--- src/rtl/parity_mem_pkg.sv ---
`default_nettype none
// +------------------------------------------------------------------------+
// | Module  : parity_mem_pkg                                               |
// | Purpose : Shared constants, word typedefs and the byte-parity helper   |
// |           for the parity-protected memory.                             |
// | Ports   : none (package)                                               |
// | Revision: 1.0 - initial release                                        |
// +------------------------------------------------------------------------+
package parity_mem_pkg;

   // Default geometry; instances may override DATA_W, so these typedefs
   // describe the default-width word only.
   localparam int unsigned DATA_W_DFLT = 8;
   localparam int unsigned NB          = DATA_W_DFLT / 8;

   typedef logic [DATA_W_DFLT-1:0] data_t;
   typedef logic [NB-1:0]          par_t;

   // Stored / returned word layout: parity bits above the data.
   typedef struct packed {
      par_t  par;
      data_t data;
   } word_t;

   // Even parity of one byte: XOR of all its bits.
   function automatic logic byte_parity(input logic [7:0] b);
      return ^b;
   endfunction

endpackage
`default_nettype wire

--- src/rtl/parity_mem_if.sv ---
`default_nettype none
// +------------------------------------------------------------------------+
// | Module  : parity_mem_if                                                |
// | Purpose : Access bus of the parity-protected memory.                   |
// | Ports   : none; signals write/read/address/data_in/inj_err (master     |
// |           drives) and data_out/rd_valid/parity_err/addr_err/uninit/    |
// |           err_count (slave drives).                                    |
// | Revision: 1.0 - initial release                                        |
// +------------------------------------------------------------------------+
interface parity_mem_if #(
   parameter int unsigned DATA_W = 8,
   parameter int unsigned ADDR_W = 16,
   parameter int unsigned CNT_W  = 8
);
   logic                       write;
   logic                       read;
   logic [ADDR_W-1:0]          address;
   logic [DATA_W-1:0]          data_in;
   logic                       inj_err;
   logic [DATA_W+DATA_W/8-1:0] data_out;
   logic                       rd_valid;
   logic                       parity_err;
   logic                       addr_err;
   logic                       uninit;
   logic [CNT_W-1:0]           err_count;

   modport master (
      output write, read, address, data_in, inj_err,
      input  data_out, rd_valid, parity_err, addr_err, uninit, err_count
   );

   modport slave (
      input  write, read, address, data_in, inj_err,
      output data_out, rd_valid, parity_err, addr_err, uninit, err_count
   );
endinterface
`default_nettype wire

--- src/rtl/parity_mem_parity_gen.sv ---
`default_nettype none
// +------------------------------------------------------------------------+
// | Module  : parity_gen                                                   |
// | Purpose : Per-byte even-parity generator.                              |
// | Ports   : data_i [DATA_W]   - data word                                |
// |           par_o  [DATA_W/8] - bit b = parity of byte b                 |
// | Revision: 1.0 - initial release                                        |
// +------------------------------------------------------------------------+
module parity_gen
   import parity_mem_pkg::*;
#(
   parameter int unsigned DATA_W = 8
) (
   input  logic [DATA_W-1:0]   data_i,
   output logic [DATA_W/8-1:0] par_o
);
   for (genvar b = 0; b < DATA_W / 8; b++) begin : g_byte
      assign par_o[b] = byte_parity(data_i[8*b +: 8]);
   end
endmodule
`default_nettype wire

--- src/rtl/parity_mem.sv ---
`default_nettype none
// +------------------------------------------------------------------------+
// | Module  : parity_mem                                                   |
// | Purpose : Single-port RAM storing one even-parity bit per data byte,   |
// |           with read-time parity check, uninitialised-location and     |
// |           out-of-range detection, and a saturating error counter.      |
// | Ports   : clk   - clock, rising edge                                   |
// |           reset - synchronous active-high reset                        |
// |           bus   - parity_mem_if.slave access bus                       |
// | Revision: 1.0 - initial release                                        |
// +------------------------------------------------------------------------+
module parity_mem
   import parity_mem_pkg::*;
#(
   parameter int unsigned DATA_W = 8,
   parameter int unsigned ADDR_W = 16,
   parameter int unsigned DEPTH  = 256,
   parameter int unsigned CNT_W  = 8
) (
   input  logic        clk,
   input  logic        reset,
   parity_mem_if.slave bus
);
   localparam int unsigned c_nb     = DATA_W / 8;
   localparam int unsigned c_word_w = DATA_W + c_nb;
   localparam int unsigned c_idx_w  = (DEPTH > 1) ? $clog2(DEPTH) : 1;

   // Storage: no reset, one synchronous read port (read-first).
   logic [c_word_w-1:0] mem_q [DEPTH];
   logic [c_word_w-1:0] rd_word_q;

   logic [DEPTH-1:0]    written_q;
   logic                rd_valid_q;
   logic                show_q;      // last read hit a valid, written location
   logic                uninit_q;
   logic                addr_err_q;
   logic                aerr_wr_q;   // addr_err currently set by a write
   logic [CNT_W-1:0]    cnt_q;
   logic [CNT_W-1:0]    cnt_d;

   logic [c_idx_w-1:0]  w_idx;
   logic                w_oob;
   logic                w_wr_ok;
   logic [c_nb-1:0]     w_par_wr;
   logic [c_nb-1:0]     w_par_store;
   logic [c_nb-1:0]     w_par_chk;
   logic                w_perr;

   assign w_idx   = bus.address[c_idx_w-1:0];
   assign w_oob   = {1'b0, bus.address} >= (ADDR_W+1)'(DEPTH);
   assign w_wr_ok = bus.write & ~w_oob;

   parity_gen #(.DATA_W(DATA_W)) u_pgen_wr (
      .data_i (bus.data_in),
      .par_o  (w_par_wr)
   );

   // Error injection corrupts only parity bit 0 of the stored word.
   assign w_par_store = w_par_wr ^ c_nb'(bus.inj_err);

   always_ff @(posedge clk) begin
      if (!reset) begin
         if (w_wr_ok) begin
            mem_q[w_idx] <= {w_par_store, bus.data_in};
         end
         if (bus.read) begin
            rd_word_q <= mem_q[w_idx];
         end
      end
   end

   parity_gen #(.DATA_W(DATA_W)) u_pgen_chk (
      .data_i (rd_word_q[DATA_W-1:0]),
      .par_o  (w_par_chk)
   );

   // Checked on the held read word, so the flag holds along with data_out.
   assign w_perr = show_q & (w_par_chk != rd_word_q[c_word_w-1:DATA_W]);

   // The increment is visible in the same cycle as the failing read result;
   // the register absorbs it on the next edge, when rd_valid has dropped.
   always_comb begin
      cnt_d = cnt_q;
      if (rd_valid_q && w_perr && (cnt_q != {CNT_W{1'b1}})) begin
         cnt_d = cnt_q + CNT_W'(1);
      end
   end

   always_ff @(posedge clk) begin
      if (reset) begin
         written_q  <= '0;
         rd_valid_q <= 1'b0;
         show_q     <= 1'b0;
         uninit_q   <= 1'b0;
         addr_err_q <= 1'b0;
         aerr_wr_q  <= 1'b0;
         cnt_q      <= '0;
      end else begin
         cnt_q      <= cnt_d;
         rd_valid_q <= bus.read;
         if (w_wr_ok) begin
            written_q[w_idx] <= 1'b1;
         end
         if (bus.read) begin
            show_q     <= ~w_oob & written_q[w_idx];
            uninit_q   <= ~w_oob & ~written_q[w_idx];
            addr_err_q <= w_oob;
            aerr_wr_q  <= 1'b0;
         end else if (bus.write) begin
            addr_err_q <= w_oob;
            aerr_wr_q  <= w_oob;
         end else if (aerr_wr_q) begin
            // A rejected write flags addr_err for a single cycle only.
            addr_err_q <= 1'b0;
            aerr_wr_q  <= 1'b0;
         end
      end
   end

   assign bus.data_out   = show_q ? rd_word_q : '0;
   assign bus.rd_valid   = rd_valid_q;
   assign bus.parity_err = w_perr;
   assign bus.addr_err   = addr_err_q;
   assign bus.uninit     = uninit_q;
   assign bus.err_count  = cnt_d;
endmodule
`default_nettype wire

--- src/flat_wrapper.sv ---
// flat-port wrapper written by rule: the top's interface ports become plain ports
module parity_mem_flat import parity_mem_pkg::*;
#(
   parameter int unsigned DATA_W = 8,
   parameter int unsigned ADDR_W = 16,
   parameter int unsigned DEPTH  = 256,
   parameter int unsigned CNT_W  = 8
)
  (clk, reset, bus_write, bus_read, bus_address, bus_data_in, bus_inj_err, bus_data_out, bus_rd_valid, bus_parity_err, bus_addr_err, bus_uninit, bus_err_count);
  parity_mem_if #(.DATA_W(DATA_W), .ADDR_W(ADDR_W), .CNT_W(CNT_W)) bus_i ();
  input  logic clk;
  input  logic reset;
  input wire logic [$bits(bus_i.write)-1:0] bus_write;
  input wire logic [$bits(bus_i.read)-1:0] bus_read;
  input wire logic [$bits(bus_i.address)-1:0] bus_address;
  input wire logic [$bits(bus_i.data_in)-1:0] bus_data_in;
  input wire logic [$bits(bus_i.inj_err)-1:0] bus_inj_err;
  output wire logic [$bits(bus_i.data_out)-1:0] bus_data_out;
  output wire logic [$bits(bus_i.rd_valid)-1:0] bus_rd_valid;
  output wire logic [$bits(bus_i.parity_err)-1:0] bus_parity_err;
  output wire logic [$bits(bus_i.addr_err)-1:0] bus_addr_err;
  output wire logic [$bits(bus_i.uninit)-1:0] bus_uninit;
  output wire logic [$bits(bus_i.err_count)-1:0] bus_err_count;
  assign bus_i.write = bus_write;
  assign bus_i.read = bus_read;
  assign bus_i.address = bus_address;
  assign bus_i.data_in = bus_data_in;
  assign bus_i.inj_err = bus_inj_err;
  assign bus_data_out = bus_i.data_out;
  assign bus_rd_valid = bus_i.rd_valid;
  assign bus_parity_err = bus_i.parity_err;
  assign bus_addr_err = bus_i.addr_err;
  assign bus_uninit = bus_i.uninit;
  assign bus_err_count = bus_i.err_count;
  parity_mem #(.DATA_W(DATA_W), .ADDR_W(ADDR_W), .DEPTH(DEPTH), .CNT_W(CNT_W)) u_core (.clk(clk), .reset(reset), .bus(bus_i));
endmodule
--- config.mk ---
export PLATFORM = sky130hd
export DESIGN_NAME = parity_mem_flat
export DESIGN_NICKNAME = d
export VERILOG_FILES = /design/src/rtl/parity_mem_pkg.sv /design/src/rtl/parity_mem_if.sv /design/src/rtl/parity_mem_parity_gen.sv /design/src/rtl/parity_mem.sv /design/src/flat_wrapper.sv
export SDC_FILE = /design/constraint.sdc
export NUM_CORES = 2
export LEC_CHECK = 0
export BUFFER_PORTS_ARGS = -buffer_cell sky130_fd_sc_hd__buf_2
export CORE_MARGIN = 2
export CORE_UTILIZATION = 55
export CTS_CLUSTER_DIAMETER = 200
export DETAILED_ROUTE_END_ITERATION = 8
export HOLD_SLACK_MARGIN = 0.02
export PLACE_DENSITY = 0.82
export SKIP_LAST_GASP = 1
export SLEW_MARGIN = 10
export SYNTH_ARGS = -nofsm -noshare
export SYNTH_HDL_FRONTEND = slang
export SYNTH_HIERARCHICAL = 1
export SYNTH_SLANG_ARGS = --single-unit
export TNS_END_PERCENT = 30
--- constraint.sdc ---
create_clock -name clk -period 11.9 [get_ports clk]
set_clock_uncertainty 0.05 [all_clocks]
set_input_delay 0.595 -clock clk [delete_from_list [all_inputs] [get_ports clk]]
set_output_delay 0.595 -clock clk [all_outputs]
set_load 0.005 [all_outputs]
==> summary.md <==
| Metric | Value |
|---|---|
| Area growth syn-to-layout | `10.6%` |
| Highest cell delay on the worst timing path | `approximately 840 ps` |
| Worst path top cell family by delay | `buffers and inverters` |
| Rows | `156` |
| Final hold violation count | `0` |
| Total grt overflow | `0` |
| HP Start | `bus_data_in[7]` |
| Fmax | `roughly 0.22 GHz` |
| First drt pass iteration count | `9` |
| CP Launch Type | `input port` |
| Sequential fraction of the synthesis area | `75.1%` |
| Violated checks | `design-rule violations` |
| RR Endpoint | `u_core/rd_word_q[5]$_DFFE_PP_` |
| Die width | `approximately 430 um` |
| Mean Syn Cell Area | `approximately 21 um^2` |
| PwrDens | `~170 mW/mm^2` |
| Floorplan die height | `about 430 um` |
| Ys Warns | `6` |
| Share of layout cells above drive strength 1 | `a little over a quarter` |
| Clk root buf | `clkbuf_16` |
| Synth top area cells | `edfxtp_1 70%, mux4_2 18%, dfxtp_1 5.4%` |
| Clk buf depth | `3` |
| Final count of pins violating max slew | `0` |
| CP arrival | `5170 ps` |
| Crit path max fanout | `between 100 and 150` |
| Boundary Pins | `50` |
| Post-route antenna net violation count | `0` |
| Routed wl met2 | `roughly 130,000 um` |
| Post CTS Setup Buffer Count | `0` |
| Fillers | `approximately 11,000` |
| Clock power share | `40.7%` |
| Commonest non-fill, non-tap cell in the layout | `edfxtp_1` |
| Netlist Area Pre-Place | `about 0.10 mm^2` |
| CTS resizes | `0` |
| CP max stage cell | `buf_4` |
| Metal-1 WL | `around 86,000 um` |
| Post-synth EDFFs | `2,313` |
| Syn Nets | `4,833` |
| IO Port Bufs | `approximately 50` |
| Worst R2R Setup Slack | `between 8000 and 9000 ps` |
| Top_reg_cell synth | `edfxtp_1` |
| Via count | `around 52,000` |
| Hold Path Depth | `1` |
| Avg WL per Cell | `about 35 um` |
| Peak VDD IR | `~0.00018 V` |
| CP bufs+invs | `3` |
| Clock latency at the later pin of the worst-skew pair | `900 ps` |
| Core area | `0.180 mm^2` |
| Crit path time final | `~4600 ps` |
| Number of global-route vias before repair | `approximately 52,000` |
| Most frequent cells in the layout | `2,313 x edfxtp_1, 793 x mux4_2, 282 x nor2_1` |
| Leakage power | `33.6 nW` |
| Reg clk slew, reported paths | `~70 ps` |
| Sequential power share | `53.8%` |
| DR iter-0 viols | `9,168` |
| Sw Pwr | `about 0.004 W` |
| Clock sinks | `~2,600` |
| Required @ worst endpoint | `~12,000 ps` |
| Largest net degree at the start of global routing | `approximately 190` |
| Hpwl dp | `approximately 140,000 um` |
| Cts bufs inserted | `233` |
| Slew HR | `7.36%` |
| Setup TNS Final | `0 ps` |
| HP Class | `input port to flop` |
| Critical Setup Path Class | `input port to flop` |
| Maxcap violations | `0` |
| Synth cell types | `52` |
| Stages on worst setup path | `9` |
| Antenna violations before repair | `17` |
| Unrepaired setup endpoints after global routing | `no` |
| Fin crit share | `about two fifths` |
| Die area | `between 0.15 and 0.2 mm^2` |
| GRT Overall Usage | `about 29%` |
| Synth Register Bits | `2,582` |
| Worst-path cell chain | `buf_8 > buf_12 > buf_4 > mux4_2 > mux4_2 > mux2i_1 > o22ai_1 > a21oi_1 > o211ai_1` |
| Sw frac | `22.0%` |
| Synth top area share | `69.7%` |
| Starting Density | `between 50% and 60%` |
| Worst Reg2Reg Path Length in Cells | `6` |
| Worst R2R Start | `u_core/mem_q[140][5]$_DFFE_PP_` |
| Nets | `just under 5,000` |
| Synth area leader | `edfxtp_1` |
| Uppermost layer routed | `met5` |
| Worst hold slack | `76.1 ps` |
| CP endpoint kind | `flop` |
| Final setup fails | `0` |
| Asr flop ratio synth | `0%` |
| Via density | `6.94` |
| Internal power | `between 0.01 and 0.015 W` |
| Worst Max-Slew Pin Slew | `1380 ps` |
| Power after layout | `roughly 0.019 W` |
| Top cell by count, worst path | `mux4_2` |
| First-pass GRT wire length | `~380,000 um` |
| Gpl congestion | `0.877` |
| Hold Path End | `u_core/mem_q[59][7]$_DFFE_PP_` |
| DRC errors left | `8` |
| CTS H-tree lvls | `4` |
| Routed wire length | `approximately 260,000 um` |
| CTS tree | `done` |
| Status | `complete, but fails checks` |
| DR WL met3 | `~32,000 um` |
| Combinational Power Share | `~5.4%` |
| Post-Syn Instances | `around 4,800` |
[power by group through the flow]
stage                     sequential, W  clock [W]  combinational (W)
after floorplan                  0.0102          0           0.000532
after global placement           0.0102          0           0.000942
after detailed placement         0.0102          0           0.000974
after CTS                       0.00999    0.00761           0.000991
after global routing            0.00999    0.00792            0.00104
final                           0.00999    0.00755            0.00101
[worst register-to-register path, cell delays in order, from the launching register on]
cell	delay, ps
edfxtp_1	370
mux4_2	510
mux4_2	490
mux2i_1	850
nor3_1	130
a2111oi_2	320
o221ai_1	160
[synthesized netlist by cell type (5+ instances only)]
library cell	n
buf_2	73
a21oi_1	26
mux2i_1	23
nand3_1	16
buf_4	10
xnor2_1	16
clkbuf_1	221
buf_1	24
nor2_1	285
mux4_2	793
dfxtp_1	269
o21ai_0	9
a22oi_1	42
inv_1	259
edfxtp_1	2313
and2_1	10
nand2_1	63
nor2b_1	15
o22ai_1	262
nor3_1	8
xor2_1	7
a221oi_1	5
[routing by layer]
metal | vias up | GRT usage, %
li1 | 19800 | -
met1 | 26400 | 36.3
met2 | 4340 | 44.9
met3 | 954 | 7.13
met4 | 22 | 16.8
met5 | - | 0.234
[sequential cells by signal, indices dropped and copies added (netlist names)]
| name | cells |
|---|---|
| u_core/aerr_wr_q | 1 |
| u_core/written_q | 256 |
| u_core/bus.addr_err | 1 |
| u_core/cnt_q | 8 |
| u_core/mem_q | 2304 |
| u_core/bus.rd_valid | 1 |
| u_core/bus.uninit | 1 |
| u_core/show_q | 1 |
| u_core/rd_word_q | 9 |
[cells by family after synthesis]
logic type | after synthesis | synth area share, %
flops | 2582 | 75.1
mux | 818 | 18.2
buf+inv | 590 | 2.37
simple gates | 414 | 1.71
compound gates | 375 | 2.45
xor+xnor | 23 | 0.202
fa+ha+maj | 1 | 0.0126
[stage by stage]
step	std cells	utilization, %	setup WS, ps	cell area (um^2)
global route	7423	61.1	7020	110000
global placement	6980	56.8	6390	102000
CTS	7419	61.1	7390	110000
floorplan	4803	-	2680	99700
finish	7425	61.1	7310	110000
detailed placement	6980	56.8	6460	102000
[timing repair]
item | CTS | global route
setup endpoints to repair | 0 | 0
hold buffers | 1 | 0
hold endpoints to repair | 1 | 0
[area by class of cell]
type                            count  area, um^2  area share [%]
Antenna cell                        6        15.0          0.0136
Clock buffer                      294        6300            5.72
Clock inverter                    144        1410            1.28
Inverter                          260         976           0.885
Multi-Input combinational cell   1631       22600            20.5
Sequential cell                  2582       74800            67.9
Tap cell                         2370        2970            2.69
Timing Repair Buffer              138        1150            1.04
[how the worst max path moves through the flow]
stage / slack (ps) / start / to
global placement: 6390 / bus_address[0] / u_core/rd_word_q[3]$_DFFE_PP_
detailed placement: 6460 / bus_address[0] / u_core/rd_word_q[3]$_DFFE_PP_
floorplan: 2680 / bus_data_in[3] / u_core/mem_q[0][8]$_DFFE_PP_
global route: 7020 / bus_address[0] / u_core/rd_word_q[8]$_DFFE_PP_
finish: 7310 / bus_address[0] / u_core/rd_word_q[8]$_DFFE_PP_
CTS: 7390 / bus_address[0] / u_core/rd_word_q[3]$_DFFE_PP_
No activity file was read; power rests on OpenSTA's default activity.
